[src/rtl/csr_trap_if.sv]
// csr_trap_if: CSR access, trap request and fetch-redirect signals between the pipeline
// (master) and csr_trap_unit (slave).
interface csr_trap_if #(
  parameter int unsigned XLEN = 32
) ();

  logic            csr_we;
  logic [11:0]     csr_addr;
  logic [XLEN-1:0] csr_wdata;
  logic [XLEN-1:0] csr_rdata;
  logic            csr_illegal;

  logic            exc_valid;
  logic [4:0]      exc_cause;
  logic [XLEN-1:0] exc_pc;
  logic [XLEN-1:0] exc_tval;
  logic            mret_valid;

  logic            irq_window;
  logic [XLEN-1:0] irq_pc;
  logic            irq_ext;
  logic            irq_timer;
  logic            irq_sw;

  logic            redirect_valid;
  logic [XLEN-1:0] redirect_pc;
  logic            busy;

  modport master (
    output csr_we, csr_addr, csr_wdata,
    output exc_valid, exc_cause, exc_pc, exc_tval, mret_valid,
    output irq_window, irq_pc, irq_ext, irq_timer, irq_sw,
    input  csr_rdata, csr_illegal, redirect_valid, redirect_pc, busy
  );

  modport slave (
    input  csr_we, csr_addr, csr_wdata,
    input  exc_valid, exc_cause, exc_pc, exc_tval, mret_valid,
    input  irq_window, irq_pc, irq_ext, irq_timer, irq_sw,
    output csr_rdata, csr_illegal, redirect_valid, redirect_pc, busy
  );

endinterface

[src/rtl/csr_trap_unit.sv]
// csr_trap_unit: machine-mode CSR file with exception/interrupt entry and MRET sequencing.
// Define TRAP_VECTORED_EN to enable mtvec.mode=1 (vectored interrupt targets).
module csr_trap_unit #(
  parameter int unsigned     XLEN      = 32,
  parameter int unsigned     HART_ID   = 0,
  parameter logic [XLEN-1:0] RESET_VEC = 32'h0000_0000
) (
  input logic       clk,
  input logic       rst_n,
  csr_trap_if.slave bus
);

  typedef enum logic [1:0] {StIdle, StSave, StRestore, StRedir} state_e;

  localparam logic [11:0] AddrMstatus   = 12'h300;
  localparam logic [11:0] AddrMisa      = 12'h301;
  localparam logic [11:0] AddrMie       = 12'h304;
  localparam logic [11:0] AddrMtvec     = 12'h305;
  localparam logic [11:0] AddrMscratch  = 12'h340;
  localparam logic [11:0] AddrMepc      = 12'h341;
  localparam logic [11:0] AddrMcause    = 12'h342;
  localparam logic [11:0] AddrMtval     = 12'h343;
  localparam logic [11:0] AddrMip       = 12'h344;
  localparam logic [11:0] AddrMvendorid = 12'hF11;
  localparam logic [11:0] AddrMarchid   = 12'hF12;
  localparam logic [11:0] AddrMimpid    = 12'hF13;
  localparam logic [11:0] AddrMhartid   = 12'hF14;

  state_e          state_q, state_d;
  logic            mstatus_mie_q, mstatus_mie_d;
  logic            mstatus_mpie_q, mstatus_mpie_d;
  logic [2:0]      mie_q, mie_d;  // {MEIE, MTIE, MSIE}
  logic [XLEN-3:0] mtvec_base_q, mtvec_base_d;
  logic [XLEN-1:0] mscratch_q, mscratch_d;
  logic [XLEN-1:0] mepc_q, mepc_d;
  logic [XLEN-1:0] mcause_q, mcause_d;
  logic [XLEN-1:0] mtval_q, mtval_d;
  logic            is_mret_q, is_mret_d;
  logic            mtvec_mode;

`ifdef TRAP_VECTORED_EN
  logic mtvec_mode_q, mtvec_mode_d;
  assign mtvec_mode = mtvec_mode_q;
`else
  assign mtvec_mode = 1'b0;
`endif

  logic [2:0]      irq_pending;
  logic            irq_req;
  logic [4:0]      irq_cause;
  logic            exc_take, mret_take, irq_take, trap_take;
  logic [XLEN-1:0] trap_pc;
  logic [XLEN-1:0] trap_base, trap_target;

  assign irq_pending = {bus.irq_ext, bus.irq_timer, bus.irq_sw} & mie_q;
  assign irq_req     = bus.irq_window && mstatus_mie_q && (irq_pending != 3'b000);
  // MEI outranks MSI, which outranks MTI.
  assign irq_cause   = irq_pending[2] ? 5'd11 : (irq_pending[0] ? 5'd3 : 5'd7);

  assign exc_take  = bus.exc_valid;
  assign mret_take = !bus.exc_valid && bus.mret_valid;
  assign irq_take  = !bus.exc_valid && !bus.mret_valid && irq_req;
  assign trap_take = exc_take || irq_take;
  assign trap_pc   = exc_take ? bus.exc_pc : bus.irq_pc;

  // CSR read mux and legality.
  always_comb begin
    bus.csr_rdata   = '0;
    bus.csr_illegal = 1'b0;
    case (bus.csr_addr)
      AddrMstatus: begin
        bus.csr_rdata[12:11] = 2'b11;
        bus.csr_rdata[7]     = mstatus_mpie_q;
        bus.csr_rdata[3]     = mstatus_mie_q;
      end
      AddrMisa: begin
        bus.csr_rdata[XLEN-1:XLEN-2] = 2'b01;
        bus.csr_rdata[8]             = 1'b1;
      end
      AddrMie: begin
        bus.csr_rdata[11] = mie_q[2];
        bus.csr_rdata[7]  = mie_q[1];
        bus.csr_rdata[3]  = mie_q[0];
      end
      AddrMtvec:    bus.csr_rdata = {mtvec_base_q, 1'b0, mtvec_mode};
      AddrMscratch: bus.csr_rdata = mscratch_q;
      AddrMepc:     bus.csr_rdata = mepc_q;
      AddrMcause:   bus.csr_rdata = mcause_q;
      AddrMtval:    bus.csr_rdata = mtval_q;
      AddrMip: begin
        bus.csr_rdata[11] = bus.irq_ext;
        bus.csr_rdata[7]  = bus.irq_timer;
        bus.csr_rdata[3]  = bus.irq_sw;
        bus.csr_illegal   = bus.csr_we;
      end
      AddrMvendorid, AddrMarchid, AddrMimpid: bus.csr_illegal = bus.csr_we;
      AddrMhartid: begin
        bus.csr_rdata   = XLEN'(HART_ID);
        bus.csr_illegal = bus.csr_we;
      end
      default: bus.csr_illegal = 1'b1;
    endcase
  end

  // Next-state: FSM transitions, trap/MRET side effects and CSR writes.
  always_comb begin
    state_d        = state_q;
    mstatus_mie_d  = mstatus_mie_q;
    mstatus_mpie_d = mstatus_mpie_q;
    mie_d          = mie_q;
    mtvec_base_d   = mtvec_base_q;
    mscratch_d     = mscratch_q;
    mepc_d         = mepc_q;
    mcause_d       = mcause_q;
    mtval_d        = mtval_q;
    is_mret_d      = is_mret_q;
`ifdef TRAP_VECTORED_EN
    mtvec_mode_d   = mtvec_mode_q;
`endif
    unique case (state_q)
      StIdle: begin
        if (trap_take) begin
          state_d        = StSave;
          is_mret_d      = 1'b0;
          mepc_d         = {trap_pc[XLEN-1:2], 2'b00};
          mcause_d       = {irq_take, {(XLEN-6){1'b0}}, irq_take ? irq_cause : bus.exc_cause};
          mtval_d        = exc_take ? bus.exc_tval : '0;
          mstatus_mpie_d = mstatus_mie_q;
          mstatus_mie_d  = 1'b0;
        end else if (mret_take) begin
          state_d        = StRestore;
          is_mret_d      = 1'b1;
          mstatus_mie_d  = mstatus_mpie_q;
          mstatus_mpie_d = 1'b1;
        end else if (bus.csr_we && !bus.csr_illegal) begin
          case (bus.csr_addr)
            AddrMstatus: begin
              mstatus_mie_d  = bus.csr_wdata[3];
              mstatus_mpie_d = bus.csr_wdata[7];
            end
            AddrMie: mie_d = {bus.csr_wdata[11], bus.csr_wdata[7], bus.csr_wdata[3]};
            AddrMtvec: begin
              mtvec_base_d = bus.csr_wdata[XLEN-1:2];
`ifdef TRAP_VECTORED_EN
              // Reserved modes 2/3 leave the current mode in place.
              if (!bus.csr_wdata[1]) mtvec_mode_d = bus.csr_wdata[0];
`endif
            end
            AddrMscratch: mscratch_d = bus.csr_wdata;
            AddrMepc:     mepc_d     = {bus.csr_wdata[XLEN-1:2], 2'b00};
            AddrMcause:   mcause_d   = bus.csr_wdata;
            AddrMtval:    mtval_d    = bus.csr_wdata;
            default: ;
          endcase
        end
      end
      StSave, StRestore: state_d = StRedir;
      StRedir:           state_d = StIdle;
      default:           state_d = StIdle;
    endcase
  end

  always_ff @(posedge clk) begin
    if (!rst_n) begin
      state_q        <= StIdle;
      mstatus_mie_q  <= 1'b0;
      mstatus_mpie_q <= 1'b0;
      mie_q          <= '0;
      mtvec_base_q   <= RESET_VEC[XLEN-1:2];
      mscratch_q     <= '0;
      mepc_q         <= '0;
      mcause_q       <= '0;
      mtval_q        <= '0;
      is_mret_q      <= 1'b0;
`ifdef TRAP_VECTORED_EN
      mtvec_mode_q   <= 1'b0;
`endif
    end else begin
      state_q        <= state_d;
      mstatus_mie_q  <= mstatus_mie_d;
      mstatus_mpie_q <= mstatus_mpie_d;
      mie_q          <= mie_d;
      mtvec_base_q   <= mtvec_base_d;
      mscratch_q     <= mscratch_d;
      mepc_q         <= mepc_d;
      mcause_q       <= mcause_d;
      mtval_q        <= mtval_d;
      is_mret_q      <= is_mret_d;
`ifdef TRAP_VECTORED_EN
      mtvec_mode_q   <= mtvec_mode_d;
`endif
    end
  end

  // mtvec/mepc/mcause are frozen outside IDLE, so the target is stable while in REDIR.
  assign trap_base   = {mtvec_base_q, 2'b00};
  assign trap_target = (mtvec_mode && mcause_q[XLEN-1])
                     ? trap_base + {{(XLEN-7){1'b0}}, mcause_q[4:0], 2'b00}
                     : trap_base;

  assign bus.redirect_valid = (state_q == StRedir);
  assign bus.redirect_pc    = is_mret_q ? mepc_q : trap_target;
  assign bus.busy           = (state_q != StIdle);

endmodule

[src/flat_wrapper.sv]
// flat-port wrapper written by rule: the top's interface ports become plain ports
module csr_trap_unit_flat 
#(
  parameter int unsigned     XLEN      = 32,
  parameter int unsigned     HART_ID   = 0,
  parameter logic [XLEN-1:0] RESET_VEC = 32'h0000_0000
)
  (clk, rst_n, bus_csr_we, bus_csr_addr, bus_csr_wdata, bus_exc_valid, bus_exc_cause, bus_exc_pc, bus_exc_tval, bus_mret_valid, bus_irq_window, bus_irq_pc, bus_irq_ext, bus_irq_timer, bus_irq_sw, bus_csr_rdata, bus_csr_illegal, bus_redirect_valid, bus_redirect_pc, bus_busy);
  csr_trap_if #(.XLEN(XLEN)) bus_i ();
  input logic clk;
  input logic rst_n;
  input wire logic [$bits(bus_i.csr_we)-1:0] bus_csr_we;
  input wire logic [$bits(bus_i.csr_addr)-1:0] bus_csr_addr;
  input wire logic [$bits(bus_i.csr_wdata)-1:0] bus_csr_wdata;
  input wire logic [$bits(bus_i.exc_valid)-1:0] bus_exc_valid;
  input wire logic [$bits(bus_i.exc_cause)-1:0] bus_exc_cause;
  input wire logic [$bits(bus_i.exc_pc)-1:0] bus_exc_pc;
  input wire logic [$bits(bus_i.exc_tval)-1:0] bus_exc_tval;
  input wire logic [$bits(bus_i.mret_valid)-1:0] bus_mret_valid;
  input wire logic [$bits(bus_i.irq_window)-1:0] bus_irq_window;
  input wire logic [$bits(bus_i.irq_pc)-1:0] bus_irq_pc;
  input wire logic [$bits(bus_i.irq_ext)-1:0] bus_irq_ext;
  input wire logic [$bits(bus_i.irq_timer)-1:0] bus_irq_timer;
  input wire logic [$bits(bus_i.irq_sw)-1:0] bus_irq_sw;
  output wire logic [$bits(bus_i.csr_rdata)-1:0] bus_csr_rdata;
  output wire logic [$bits(bus_i.csr_illegal)-1:0] bus_csr_illegal;
  output wire logic [$bits(bus_i.redirect_valid)-1:0] bus_redirect_valid;
  output wire logic [$bits(bus_i.redirect_pc)-1:0] bus_redirect_pc;
  output wire logic [$bits(bus_i.busy)-1:0] bus_busy;
  assign bus_i.csr_we = bus_csr_we;
  assign bus_i.csr_addr = bus_csr_addr;
  assign bus_i.csr_wdata = bus_csr_wdata;
  assign bus_i.exc_valid = bus_exc_valid;
  assign bus_i.exc_cause = bus_exc_cause;
  assign bus_i.exc_pc = bus_exc_pc;
  assign bus_i.exc_tval = bus_exc_tval;
  assign bus_i.mret_valid = bus_mret_valid;
  assign bus_i.irq_window = bus_irq_window;
  assign bus_i.irq_pc = bus_irq_pc;
  assign bus_i.irq_ext = bus_irq_ext;
  assign bus_i.irq_timer = bus_irq_timer;
  assign bus_i.irq_sw = bus_irq_sw;
  assign bus_csr_rdata = bus_i.csr_rdata;
  assign bus_csr_illegal = bus_i.csr_illegal;
  assign bus_redirect_valid = bus_i.redirect_valid;
  assign bus_redirect_pc = bus_i.redirect_pc;
  assign bus_busy = bus_i.busy;
  csr_trap_unit #(.XLEN(XLEN), .HART_ID(HART_ID), .RESET_VEC(RESET_VEC)) u_core (.clk(clk), .rst_n(rst_n), .bus(bus_i));
endmodule
[config.mk]
export PLATFORM = sky130hd
export DESIGN_NAME = csr_trap_unit_flat
export DESIGN_NICKNAME = d
export VERILOG_FILES = /design/src/rtl/csr_trap_if.sv /design/src/rtl/csr_trap_unit.sv /design/src/flat_wrapper.sv
export SDC_FILE = /design/constraint.sdc
export NUM_CORES = 1
export LEC_CHECK = 0
export CORE_AREA = 2 2 133 135
export DETAILED_ROUTE_END_ITERATION = 10
export DIE_AREA = 0 0 135 137
export GPL_TIMING_DRIVEN = 0
export PLACE_DENSITY = 0.94
export SKIP_CTS_REPAIR_TIMING = 1
export SLEW_MARGIN = 20
export SYNTH_ARGS = -nofsm -noshare
export SYNTH_HDL_FRONTEND = slang
export SYNTH_SLANG_ARGS = --single-unit
[constraint.sdc]
create_clock -name clk -period 9.9 [get_ports clk]
set_clock_uncertainty 0.1 [all_clocks]
set_input_delay 2.475 -clock clk [delete_from_list [all_inputs] [get_ports clk]]
set_output_delay 2.475 -clock clk [all_outputs]
set_load 0.01 [all_outputs]
==> qor.yml <==
outcome:
  outcome: "finished, final reports clean"
worst_hold_path:
  hold_class: "reg2reg"
  min_path_cells: 2
clock_tree:
  cts_tree: "done"
  cts.reportedPaths.clkPinSlew_ns: 0.07
  clkLatencyLatePin_ns: 0.44
  cts.sinks: 164
  clock-root-buffer: "clkbuf_16"
  htreeDepth: 4
  cts_buffer_depth: 2
  cts_buffers: 17
setup_path:
  critPathCaptureType: "output port"
  worst-endpoint-arrival_ns: 6.40
  r2r_cells: 6
  critPathLaunchType: "input port"
  ff2ff_setup_slack_ns: 6.53
  worst_path_most_repeated_cell: "clkdlybuf4s50_1"
  critPathMaxFanout: 10
  critPathKind: "in2out"
  required_ns: 7.33
  critPathMaxStageDelay_ns: 0.81
  path_cells: "clkdlybuf4s50_1 -> nor4bb_1 -> and4bb_1 -> and2_0 -> clkbuf_1 -> buf_2 -> a221o_1 -> clkdlybuf4s50_1"
  slowest_stage: "nor4bb_1"
logic_synthesis:
  postSynthCellCount: 1034
  syn-cell-area_mm2: 0.00923
  synth.distinct_cells: 65
  synth.avg_cell_area_um2: 8.93
  synthFlopType: "dfxtp_1"
  ys_ff_latch: 164
  synthArstFlopShare_pct: 0
  yosysWarningCount: 0
  yosysSeqAreaShare_pct: 35.6
  synth-edff-count: 0
drt:
  drc: 0
  drt_iter0_markers: 1737
  ant_nets: 0
  drtPass1Iterations: 8
  vias: 10656
  wl_um: 38600
  wire_per_inst_um: 25.7
  viasPerCell: 7.09
floorplan:
  pin_count: 221
  die-area_mm2: 0.0185
  die_w_um: 135
  start_util_pct: 54.1
  coreArea_mm2: 0.0171
  die_h_um: 137
  rows: 48
job:
  maxCapViolCount: 0
cells_and_area:
  diodes: 0
  final.fill_count: 1246
  syn_to_final_growth_pct: 32.9
  fin_nets: 1421
  final_area_mm2: 0.0123
  post-route-util_pct: 71.9
  drive_above_1_share_pct: 13.4
  register_area_mm2: 0.00328
  multi_input_area_mm2: 0.00533
power:
  total_power_w: 0.00191
  ir_worst_vdd_mv: 0.146
  cellLeakagePower_nw: 4.67
  p_per_area_mw_per_mm2: 156
global_route:
  grt_max_degree: 17
  grt_pass1_wl_um: 57200
  grt-ovfl-total: 0
  grt_antenna_before_repair: 0
  grt_pass1_vias: 10437
  track_usage_pct: 40.9
placed_design:
  place_hpwl_um: 27200
  placed_area_mm2: 0.0116
  io_buffer_count: 211
  place.gp.congestion: 1.01
timing:
  max_freq_mhz: 111
  post-route-period-util_pct: 90.7
  hold_ws_ns: 0.366
  max-slew-margin-rel_pct: 36.9
  maxSlewViolCount: 0
  rsz0062_at_grt: "false"
  setup_viol: 0
  setup_tns_ns: 0
  period_minus_slack_ns: 8.98
  hold_viol: 0
  worst_pin_slew_ns: 0.934
[placed cells by master, fill, tap and decap left out, drive strengths merged, types with 32 or more instances in the layout]
cell type	synthesis	final
inv	38	40
nand2	145	145
nor4	60	60
clkdlybuf4s50	0	211
a31oi	32	32
nor2	38	38
dfxtp	164	164
and2	33	33
buf	35	35
mux2	68	68
mux2i	74	74
clkbuf	79	96
[synthesized netlist by cell type (6+ instances only)]
master	n	share of area [%]
a21oi_1	7	0.38
mux2i_1	74	8.0
o21ai_0	10	0.54
nand3_1	15	0.81
inv_1	37	1.5
and2_1	32	2.2
a31o_2	19	1.8
dfxtp_1	164	36
a31oi_1	32	2.2
a221o_1	26	2.8
nor4_1	58	3.9
o221a_1	10	1.2
a32o_1	28	3.0
nor2_1	38	1.5
o221a_2	19	2.3
a31o_1	7	0.66
buf_1	9	0.37
mux2_2	68	8.3
nand2b_1	6	0.41
buf_2	19	1.0
clkbuf_1	79	3.2
o2bb2ai_1	31	2.9
a311oi_1	29	2.8
nand2_1	145	5.9
[final cells by class]
cell class | count | share of cell area [%]
Multi-Input combinational cell | 719 | 43.4
Sequential cell | 164 | 26.8
Timing Repair Buffer | 211 | 17.2
Buffer | 114 | 3.99
Clock buffer | 17 | 3.47
Tap cell | 225 | 2.29
Clock inverter | 15 | 1.68
Inverter | 38 | 1.16
[report_power, final]
part           leakage (nW)  internal [W]  total [W]  switching, W
registers              1.33      0.000711   0.000750     0.0000395
logic                  3.05      0.000181   0.000439      0.000258
clock network         0.292      0.000424   0.000723      0.000299
[registers in the layout, summed over array words and instances (netlist names)]
register / flops
u_core.mcause_q: 32
u_core.mscratch_q: 32
u_core.mepc_q: 30
u_core.mie_q: 3
u_core.is_mret_q: 1
u_core.mtvec_base_q: 30
u_core.state_q: 2
u_core.mstatus_mie_q: 1
u_core.mstatus_mpie_q: 1
u_core.mtval_q: 32
[per-stage QoR]
stage,instances,setup slack (ns)
floorplan,1035,3.09
finish,1503,0.921
global route,1503,0.774
CTS,1503,1.20
detailed placement,1471,1.22
global placement,1471,1.22
[worst max-delay path: cells and delay by family]
kind / cells / cell delay [ns]
buffers and inverters: 4 / 1.94
and+or+nand+nor: 3 / 1.64
AOI/OAI and AO/OA: 1 / 0.33
[per-layer routing]
metal / GRT usage [%] / up-vias / part of all wire (%)
met3: 13.7 / 276 / 15
li1: - / 4379 / -
met4: 26.6 / 0 / 6.9
met5: 0 / - / 0
met2: 63.4 / 1111 / 43
met1: 48.4 / 4890 / 35
[worst paths after layout]
kind | start | to
min | u_core.mscratch_q[5] | u_core.mscratch_q[5]
max reg2reg | u_core.mie_q[0] | u_core.mscratch_q[4]
max | bus_csr_addr[8] | bus_csr_rdata[31]
min reg2reg | u_core.mscratch_q[5] | u_core.mscratch_q[5]
[cell families (layout without fill, tap and decap cells)]
group | Yosys count | after routing | synth area share, %
multiplexers | 142 | 142 | 16.3
AO/OA/AOI/OAI | 247 | 247 | 23.3
flip-flops | 164 | 164 | 35.6
buffers and inverters | 152 | 395 | 6.84
AND/OR/NAND/NOR | 325 | 325 | 17.6
other | 1 | 2 | 0.0406
adder cells (fa/ha/maj) | 2 | 2 | 0.271
XOR/XNOR | 1 | 1 | 0.0949
(Power assumes the default switching activity.)
